### config.mk
export PLATFORM = sky130hd
export DESIGN_NAME = controle_senha
export DESIGN_NICKNAME = d
export VERILOG_FILES = /design/src/rtl/controle_senha_pkg.sv /design/src/rtl/controle_senha_contador_tempo.sv /design/src/rtl/controle_senha.sv
export SDC_FILE = /design/constraint.sdc
export NUM_CORES = 1
export LEC_CHECK = 0
export ABC_CLOCK_PERIOD_IN_PS = 2800
export CAP_MARGIN = 30
export CORE_ASPECT_RATIO = 1.4
export CORE_MARGIN = 2
export CORE_UTILIZATION = 55
export CTS_CLUSTER_DIAMETER = 40
export CTS_CLUSTER_SIZE = 28
export DETAILED_ROUTE_END_ITERATION = 16
export PLACE_DENSITY = 0.72
export SLEW_MARGIN = 20
export SYNTH_ARGS = -nofsm -noshare
export SYNTH_HDL_FRONTEND = slang
export SYNTH_SLANG_ARGS = --single-unit
### constraint.sdc
create_clock -name clock -period 2.8 [get_ports clock]
set_input_delay 0.28 -clock clock [delete_from_list [all_inputs] [get_ports clock]]
set_output_delay 0.28 -clock clock [all_outputs]
set_load 0.005 [all_outputs]
### src/rtl/controle_senha_pkg.sv
// Shared types for the password-lock controller.
// Holds the FSM state codes and the digit width.
package controle_senha_pkg;

    localparam int LARGURA_DIGITO = 4;

    typedef enum logic [3:0] {
        S_INICIAL       = 4'd0,
        S_ESPERA_DADO   = 4'd1,
        S_ARMAZENA_DADO = 4'd2,
        S_COMPARA_SENHA = 4'd3,
        S_ABERTO        = 4'd4,
        S_FALHA         = 4'd5,
        S_BLOQUEADO     = 4'd6
    } estado_t;

    // Debug code of a state; anything outside the known set reads as F.
    function automatic logic [3:0] codigo_estado(input estado_t e);
        logic [3:0] c;
        case (e)
            S_INICIAL:       c = 4'd0;
            S_ESPERA_DADO:   c = 4'd1;
            S_ARMAZENA_DADO: c = 4'd2;
            S_COMPARA_SENHA: c = 4'd3;
            S_ABERTO:        c = 4'd4;
            S_FALHA:         c = 4'd5;
            S_BLOQUEADO:     c = 4'd6;
            default:         c = 4'hF;
        endcase
        return c;
    endfunction

endpackage

### src/rtl/controle_senha_contador_tempo.sv
// Down-counter shared by the open and lockout intervals.
// Ports: clk, rst_n, carrega/valor (load), fim (count is zero).
module contador_tempo
    import controle_senha_pkg::*;
#(
    parameter int LARGURA = 4
) (
    input  logic               clk,
    input  logic               rst_n,
    input  logic               carrega,
    input  logic [LARGURA-1:0] valor,
    output logic               fim
);

    logic [LARGURA-1:0] cont_q;
    logic [LARGURA-1:0] cont_d;

    // Load wins over counting; the count holds once it reaches zero.
    always_comb begin
        cont_d = cont_q;
        if (carrega) begin
            cont_d = valor;
        end else if (cont_q != '0) begin
            cont_d = cont_q - 1'b1;
        end
    end

    always_ff @(posedge clk or negedge rst_n) begin
        if (!rst_n) begin
            cont_q <= '0;
        end else begin
            cont_q <= cont_d;
        end
    end

    assign fim = (cont_q == '0);

endmodule

### src/rtl/controle_senha.sv
// Password-lock controller: buffers digits, compares on confirm,
// opens the servo or counts failures and locks out.
// Ports: clock, reset (async, active-low), fimRecepcao/comando/dado
// from the receiver; abrir, bloqueado, erro, numDigitos, dbEstado.
module controle_senha
    import controle_senha_pkg::*;
#(
    parameter int                            DIGITOS    = 4,
    parameter logic [DIGITOS*4-1:0]          SENHA      = 16'h1234,
    parameter int                            T_ABERTO   = 50_000_000,
    parameter int                            T_BLOQUEIO = 250_000_000,
    parameter int                            MAX_ERROS  = 3
) (
    input  logic       clock,
    input  logic       reset,
    input  logic       fimRecepcao,
    input  logic       comando,
    input  logic [3:0] dado,
    output logic       abrir,
    output logic       bloqueado,
    output logic       erro,
    output logic [2:0] numDigitos,
    output logic [3:0] dbEstado
);

    localparam int LARG_BUF   = DIGITOS * LARGURA_DIGITO;
    localparam int T_MAX      = (T_ABERTO > T_BLOQUEIO) ?
                                T_ABERTO : T_BLOQUEIO;
    localparam int LARG_TEMPO = (T_MAX > 1) ? $clog2(T_MAX) : 1;
    localparam int LARG_ERROS = (MAX_ERROS > 0) ?
                                $clog2(MAX_ERROS + 1) : 1;

    localparam logic [2:0] NUM_SATURA = 3'(DIGITOS + 1);
    localparam logic [2:0] NUM_CHEIO  = 3'(DIGITOS);

    localparam logic [LARG_TEMPO-1:0] V_ABERTO =
        LARG_TEMPO'(T_ABERTO - 1);
    localparam logic [LARG_TEMPO-1:0] V_BLOQUEIO =
        LARG_TEMPO'(T_BLOQUEIO - 1);
    localparam logic [LARG_ERROS-1:0] ERROS_LIMITE =
        LARG_ERROS'(MAX_ERROS);

    estado_t                 estado_q;
    estado_t                 estado_d;
    logic [LARG_BUF-1:0]     buffer_q;
    logic [LARG_BUF-1:0]     buffer_d;
    logic [2:0]              num_q;
    logic [2:0]              num_d;
    logic [LARG_ERROS-1:0]   erros_q;
    logic [LARG_ERROS-1:0]   erros_d;
    logic [LARG_ERROS-1:0]   erros_inc;
    logic [3:0]              dado_q;
    logic [3:0]              dado_d;

    logic                    carrega;
    logic [LARG_TEMPO-1:0]   valor;
    logic                    fim_tempo;

    contador_tempo #(
        .LARGURA (LARG_TEMPO)
    ) u_tempo (
        .clk     (clock),
        .rst_n   (reset),
        .carrega (carrega),
        .valor   (valor),
        .fim     (fim_tempo)
    );

    assign erros_inc = erros_q + 1'b1;

    always_comb begin
        estado_d = estado_q;
        buffer_d = buffer_q;
        num_d    = num_q;
        erros_d  = erros_q;
        dado_d   = dado_q;
        carrega  = 1'b0;
        valor    = V_ABERTO;

        case (estado_q)
            S_INICIAL: begin
                buffer_d = '0;
                num_d    = '0;
                erros_d  = '0;
                estado_d = S_ESPERA_DADO;
            end

            S_ESPERA_DADO: begin
                if (fimRecepcao) begin
                    if (comando) begin
                        estado_d = S_COMPARA_SENHA;
                    end else begin
                        // dado is only valid during the pulse, so
                        // hold it for the store cycle.
                        dado_d   = dado;
                        estado_d = S_ARMAZENA_DADO;
                    end
                end
            end

            S_ARMAZENA_DADO: begin
                buffer_d = {buffer_q[LARG_BUF-LARGURA_DIGITO-1:0],
                            dado_q};
                // Saturating one past full marks an overlong entry.
                if (num_q != NUM_SATURA) begin
                    num_d = num_q + 1'b1;
                end
                estado_d = S_ESPERA_DADO;
            end

            S_COMPARA_SENHA: begin
                buffer_d = '0;
                num_d    = '0;
                if (num_q == NUM_CHEIO && buffer_q == SENHA) begin
                    erros_d  = '0;
                    carrega  = 1'b1;
                    valor    = V_ABERTO;
                    estado_d = S_ABERTO;
                end else begin
                    estado_d = S_FALHA;
                end
            end

            S_ABERTO: begin
                if (fim_tempo || (fimRecepcao && comando)) begin
                    estado_d = S_ESPERA_DADO;
                end
            end

            S_FALHA: begin
                erros_d = erros_inc;
                if (erros_inc == ERROS_LIMITE) begin
                    carrega  = 1'b1;
                    valor    = V_BLOQUEIO;
                    estado_d = S_BLOQUEADO;
                end else begin
                    estado_d = S_ESPERA_DADO;
                end
            end

            S_BLOQUEADO: begin
                if (fim_tempo) begin
                    erros_d  = '0;
                    estado_d = S_ESPERA_DADO;
                end
            end

            default: begin
                estado_d = S_INICIAL;
            end
        endcase
    end

    always_ff @(posedge clock or negedge reset) begin
        if (!reset) begin
            estado_q <= S_INICIAL;
            buffer_q <= '0;
            num_q    <= '0;
            erros_q  <= '0;
            dado_q   <= '0;
        end else begin
            estado_q <= estado_d;
            buffer_q <= buffer_d;
            num_q    <= num_d;
            erros_q  <= erros_d;
            dado_q   <= dado_d;
        end
    end

    // All outputs come straight from registered state.
    assign abrir      = (estado_q == S_ABERTO);
    assign bloqueado  = (estado_q == S_BLOQUEADO);
    assign erro       = (estado_q == S_FALHA);
    assign numDigitos = num_q;
    assign dbEstado   = codigo_estado(estado_q);

endmodule

Yosys cells after proc, flatten, opt, wreduce, memory -nomap -nowiden
Index checks and enable logic that the tools add are counted.
{"block": "word_totals", "register_bits": 57, "in_bits": 8, "output_inout_bits": 10, "wordCells": 61}
{"block": "classes", "addsub": 3, "n_eq_ne": 15, "n_mux": 21, "bitwise_logic": 1, "n_reduce_logical": 15}
{"operator": "28-bit 2-to-1 mux", "count": 4}
{"operator": "16-bit one-hot mux with 2 select lines", "count": 1}
{"operator": "28-bit logical NOT", "count": 1}
{"operator": "4-bit one-hot mux with 7 select lines", "count": 1}
{"operator": "28-bit nonzero test", "count": 1}
{"operator": "28-bit by 1-bit subtractor with 28-bit output (second input constant)", "count": 1}
{"operator": "4-bit one-hot mux with 6 select lines", "count": 1}
{"operator": "16-bit by 13-bit equality test with 1-bit output (second input constant)", "count": 1}
{"operator": "4-bit by 3-bit equality test with 1-bit output (second input constant)", "count": 3}
{"operator": "4-bit 2-to-1 mux", "count": 3}
{"operator": "3-bit AND reduction", "count": 3}
{"operator": "4-bit by 2-bit equality test with 1-bit output (second input constant)", "count": 2}
{"operator": "2-bit one-hot mux with 4 select lines", "count": 1}
{"operator": "3-bit 2-to-1 mux", "count": 2}
{"operator": "2-bit inequality test (second input constant)", "count": 3}
{"operator": "3-bit one-hot mux with 2 select lines", "count": 1}
{"operator": "4-bit by 1-bit equality test with 1-bit output (second input constant)", "count": 1}
{"operator": "4-bit logical NOT", "count": 1}
{"operator": "1-bit 2-to-1 mux", "count": 4}
{"operator": "2-bit 2-to-1 mux", "count": 2}
{"operator": "2-bit by 1-bit inequality test with 1-bit output (second input constant)", "count": 2}
{"operator": "2-bit nonzero test", "count": 2}
{"operator": "4-bit nonzero test", "count": 1}
{"operator": "2-bit OR reduction", "count": 2}
{"operator": "other kinds (10)", "count": 11}

Depth between registers and ports, before layout
{"block": "depth", "word_depth": 5, "depth_mapped": 9, "depth_no_buf": 7}

Cells and area by module
A second synthesis with hierarchy kept.
{"block": "unflattened", "hier_cells": 320, "hier_area_um2": 3158.0}
{"module": "contador_tempo", "instances": 1, "cells_per_inst": 187, "area_per_inst_um2": 1746.7, "seq_area_each_um2": 700.7}
{"module": "controle_senha", "instances": 1, "cells_per_inst": 133, "area_per_inst_um2": 1411.4, "seq_area_each_um2": 700.7}

Worst setup path after synthesis
Ideal clock, no wire load.
{"block": "synth_timing", "path_kind": "reg2reg", "from": "register u_tempo.cont_q[0]", "to": "register u_tempo.cont_q[6]", "setup_time_ns": 0.119, "arrival_time_ns": 1.840, "required_ns": 2.681, "slack_ns": 0.841, "path_stages_with_launch": 8, "n_path_buf": 1, "synth_period_minus_slack_ns": 1.959, "path_cell_list": "dfrtp_1 -> inv_1 -> ha_1 -> or4b_1 -> clkbuf_1 -> a311o_1 -> xor2_1 -> nand2_1"}
{"block": "synth_between", "elab_chain_cells": 3, "word_cells_on_any_way": 5, "classes_between": "add/sub: 1; mux: 2; reduce/logical: 2"}
{"item": "from (decl)", "line_no": "controle_senha_contador_tempo.sv:15", "text": "logic [LARGURA-1:0] cont_q;"}
{"item": "from (signal assigned)", "line_no": "controle_senha_contador_tempo.sv:32", "text": "cont_q <= cont_d;"}
{"item": "28-bit by 1-bit subtractor with 28-bit output", "line_no": "controle_senha_contador_tempo.sv:24", "text": "cont_d = cont_q - 1'b1;"}
{"item": "28-bit 2-to-1 mux", "line_no": "controle_senha_contador_tempo.sv:23", "text": "end else if (cont_q != '0) begin"}
{"item": "28-bit 2-to-1 mux", "line_no": "controle_senha_contador_tempo.sv:21", "text": "if (carrega) begin"}
Several ways; a longest one is shown, not always the timed one. The select of a mux whose other input is x is not followed.
A chain may end at the register's enable or synchronous reset.

Worst setup path in the final report
{"block": "layout_timing", "from": "register u_tempo.cont_q[24]", "to": "register u_tempo.cont_q[2]"}
{"block": "layout_between", "elab_chain_cells": 2}
{"item": "28-bit nonzero test", "line_no": "controle_senha_contador_tempo.sv:23"}
{"item": "2-bit nonzero test (no source line)"}
Every way passes these cells.

==> results.yml <==
power:
  power.total_w: 0.00300
  vdd_ir_drop_max_mv: 0.766
  powerDensity_nw_per_um2: 896
  power.leakage_nw: 1.42
layout:
  drive_gt1_share_pct: 13.7
  antenna_cells: 0
  fin_cells: 375
  layout.area.seq_sq_um: 1400
  final_common_cell: "dfrtp_1"
  area_growth_pct: 10.0
  multi_input_area_sq_um: 1530
  final_cell_mix: "dfrtp_1 (56), nand2_1 (25), o21ai_0 (19)"
  nFillCells: 475
  fin_nets: 320
floorplanning:
  die_h_microns: 92.0
  ios: 18
  die-area_sq_um: 6150
  fp.coreArea_sq_um: 5410
  die_w_microns: 66.9
  start_util_pct: 56.3
  fp-row-count: 32
cts:
  cts_tree: "built"
  worstSkewPairLatency_ns: 0.31
  postCtsSetupRepairBufs: 0
  cts.htree.levels: 2
  clockBufferDepth: 2
  post_cts_resize_count: 0
  clkTransAtPathRegs_ns: 0.10
  cts-root-buf: "clkbuf_8"
  clock-sinks: 56
  cts_buffers: 5
  hold_buffers: 0
yosys:
  synth-edff-count: 0
  syn-num-nets: 307
  syn_area_sq_um: 3040
  yosysSeqAreaShare_pct: 46.1
  ys.flop_type: "dfrtp_1"
  ys_types: 63
  async_flop_share_pct: 100
  ys_warn_count: 0
  yosys_register_bits: 56
  avgSynthCellArea_sq_um: 10.4
  synthCells: 293
timing:
  hold_viol_final: 25
  tightest_slew_ns: 0.647
  setup_ws_ns: 0.546
  period_share_pct: 80.5
  relSlewSlack_pct: 56.9
  fmax_mhz: 444
  hold-worst-slack_ns: -0.0220
  setup-violations-final: 0
  finClkSkew_ns: 0.0101
  drv_slew: 0
  rsz0062_at_grt: "false"
  finalSetupTns_ns: 0
  fin_crit_ns: 2.25
placement:
  gp_congestion: 0.835
  dp.cells: 367
  placement.io_buffers: 17
  post-place-ws_ns: 0.565
  dp_hpwl_microns: 4650
global_route:
  track_usage_pct: 23.5
  grt_pass1_vias: 2345
  use_met1_pct: 27.9
  met3_usage_pct: 4.05
  grt-ovfl-total: 0
  grt_pass1_wl_microns: 11000
  grt_max_degree: 30
  antenna_found_initial: 0
  grt.busiest_layer: "met2"
  use_met2_pct: 41.8
drt:
  wl_per_cell_microns: 17.5
  dr.pass1.iters: 4
  routed_wl_microns: 6560
  ant_nets: 0
  drt-vias-per-instance: 6.21
  drc: 0
  drt_iter0_drc: 165
  vias: 2327
setup_path:
  required_ns: 3.04
  worst-setup-path-type: "reg2reg"
  critPathLaunchType: "flop"
  path_max_fanout: 14
  arrival_ns: 2.49
  end_kind: "flop"
outcome:
  failed_checks: "negative hold slack"
  outcome: "finished, violations left"
flow_run:
  max_cap_violations: 0
min_path:
  hp-class: "in2async"
## synth_stat cells, types with 3 or more instances
master | instances | area, sq um
xnor2_1 | 13 | 114
nor3_1 | 7 | 35.0
a21oi_1 | 5 | 25.0
o31ai_1 | 3 | 22.5
xor2_1 | 8 | 70.1
nor2b_1 | 6 | 37.5
nand2_1 | 25 | 93.8
inv_1 | 6 | 22.5
nand3_1 | 5 | 25.0
ha_1 | 6 | 75.1
nor4_1 | 10 | 62.6
and3_1 | 6 | 37.5
a22o_1 | 16 | 140
nor2_1 | 18 | 67.6
nand4_1 | 3 | 18.8
dfrtp_1 | 56 | 1400
mux2_2 | 5 | 56.3
nand2b_1 | 4 | 25.0
o21ai_0 | 19 | 95.1
clkbuf_1 | 12 | 45.0
## report_power, final
group          switching [W]  internal (W)  leakage (nW)
sequential          0.000368       0.00111         0.704
clock               0.000274      0.000178        0.0445
combinational       0.000544      0.000530         0.670
## critical path, cell delays in order (launching register included)
cell and delay (ns):
dfrtp_1 0.40, or4_4 0.56, and4b_1 0.50, nand3_2 0.30, and3_1 0.28, o21ai_0 0.14
## sequential cells by signal (all words and copies together), names as in the netlist
register / flops
dado_q: 4
estado_q: 3
erros_q: 2
u_tempo.cont_q: 28
numDigitos: 3
buffer_q: 16
## final timing paths
check	start	endpoint	slack, ns	cells past startpoint
worst max-delay path	u_tempo.cont_q[24]	u_tempo.cont_q[2]	0.55	5
worst min-delay path	reset	u_tempo.cont_q[13]	-0.02	1
worst max register to register	u_tempo.cont_q[24]	u_tempo.cont_q[2]	0.55	5
worst min register to register	dado_q[3]	buffer_q[3]	0.50	1
max in group asynchronous	reset	buffer_q[10]	2.16	2
min in group clock	dado_q[3]	buffer_q[3]	0.50	1
## metrics by stage
stage | util, % | cell area [sq um] | hold WS [ns]
after detailed placement | 60.3 | 3260 | 0.346
after CTS | 61.9 | 3350 | 0.00410
after floorplan | - | 3040 | -0.0156
after global routing | 61.9 | 3350 | 0.0182
after global placement | 60.3 | 3260 | 0.344
final | 61.9 | 3350 | -0.0220
## cell families after synthesis
family	share of synthesized area (%)
and+or+nand+nor	24.6
AOI/OAI and AO/OA	15.1
DFF	46.1
buffers and inverters	3.78
xor gates and xnor gates	6.05
adders and majority gates	2.47
muxes	1.85
## final cells by class
cell class | count | area share [%]
well taps | 68 | 2.54
inverters | 6 | 0.673
clock buffers | 5 | 2.06
clock inverters | 3 | 0.636
flip-flops and latches | 56 | 41.9
repair buffers | 24 | 6.50
multi-input cells | 213 | 45.7
## per-layer routing
metal	routed length (microns)	share of wire (%)
met3	203	3.1
met5	0	0
met4	135	2.1
met1	2680	41
met2	3540	54
(Power assumes the default switching activity.)
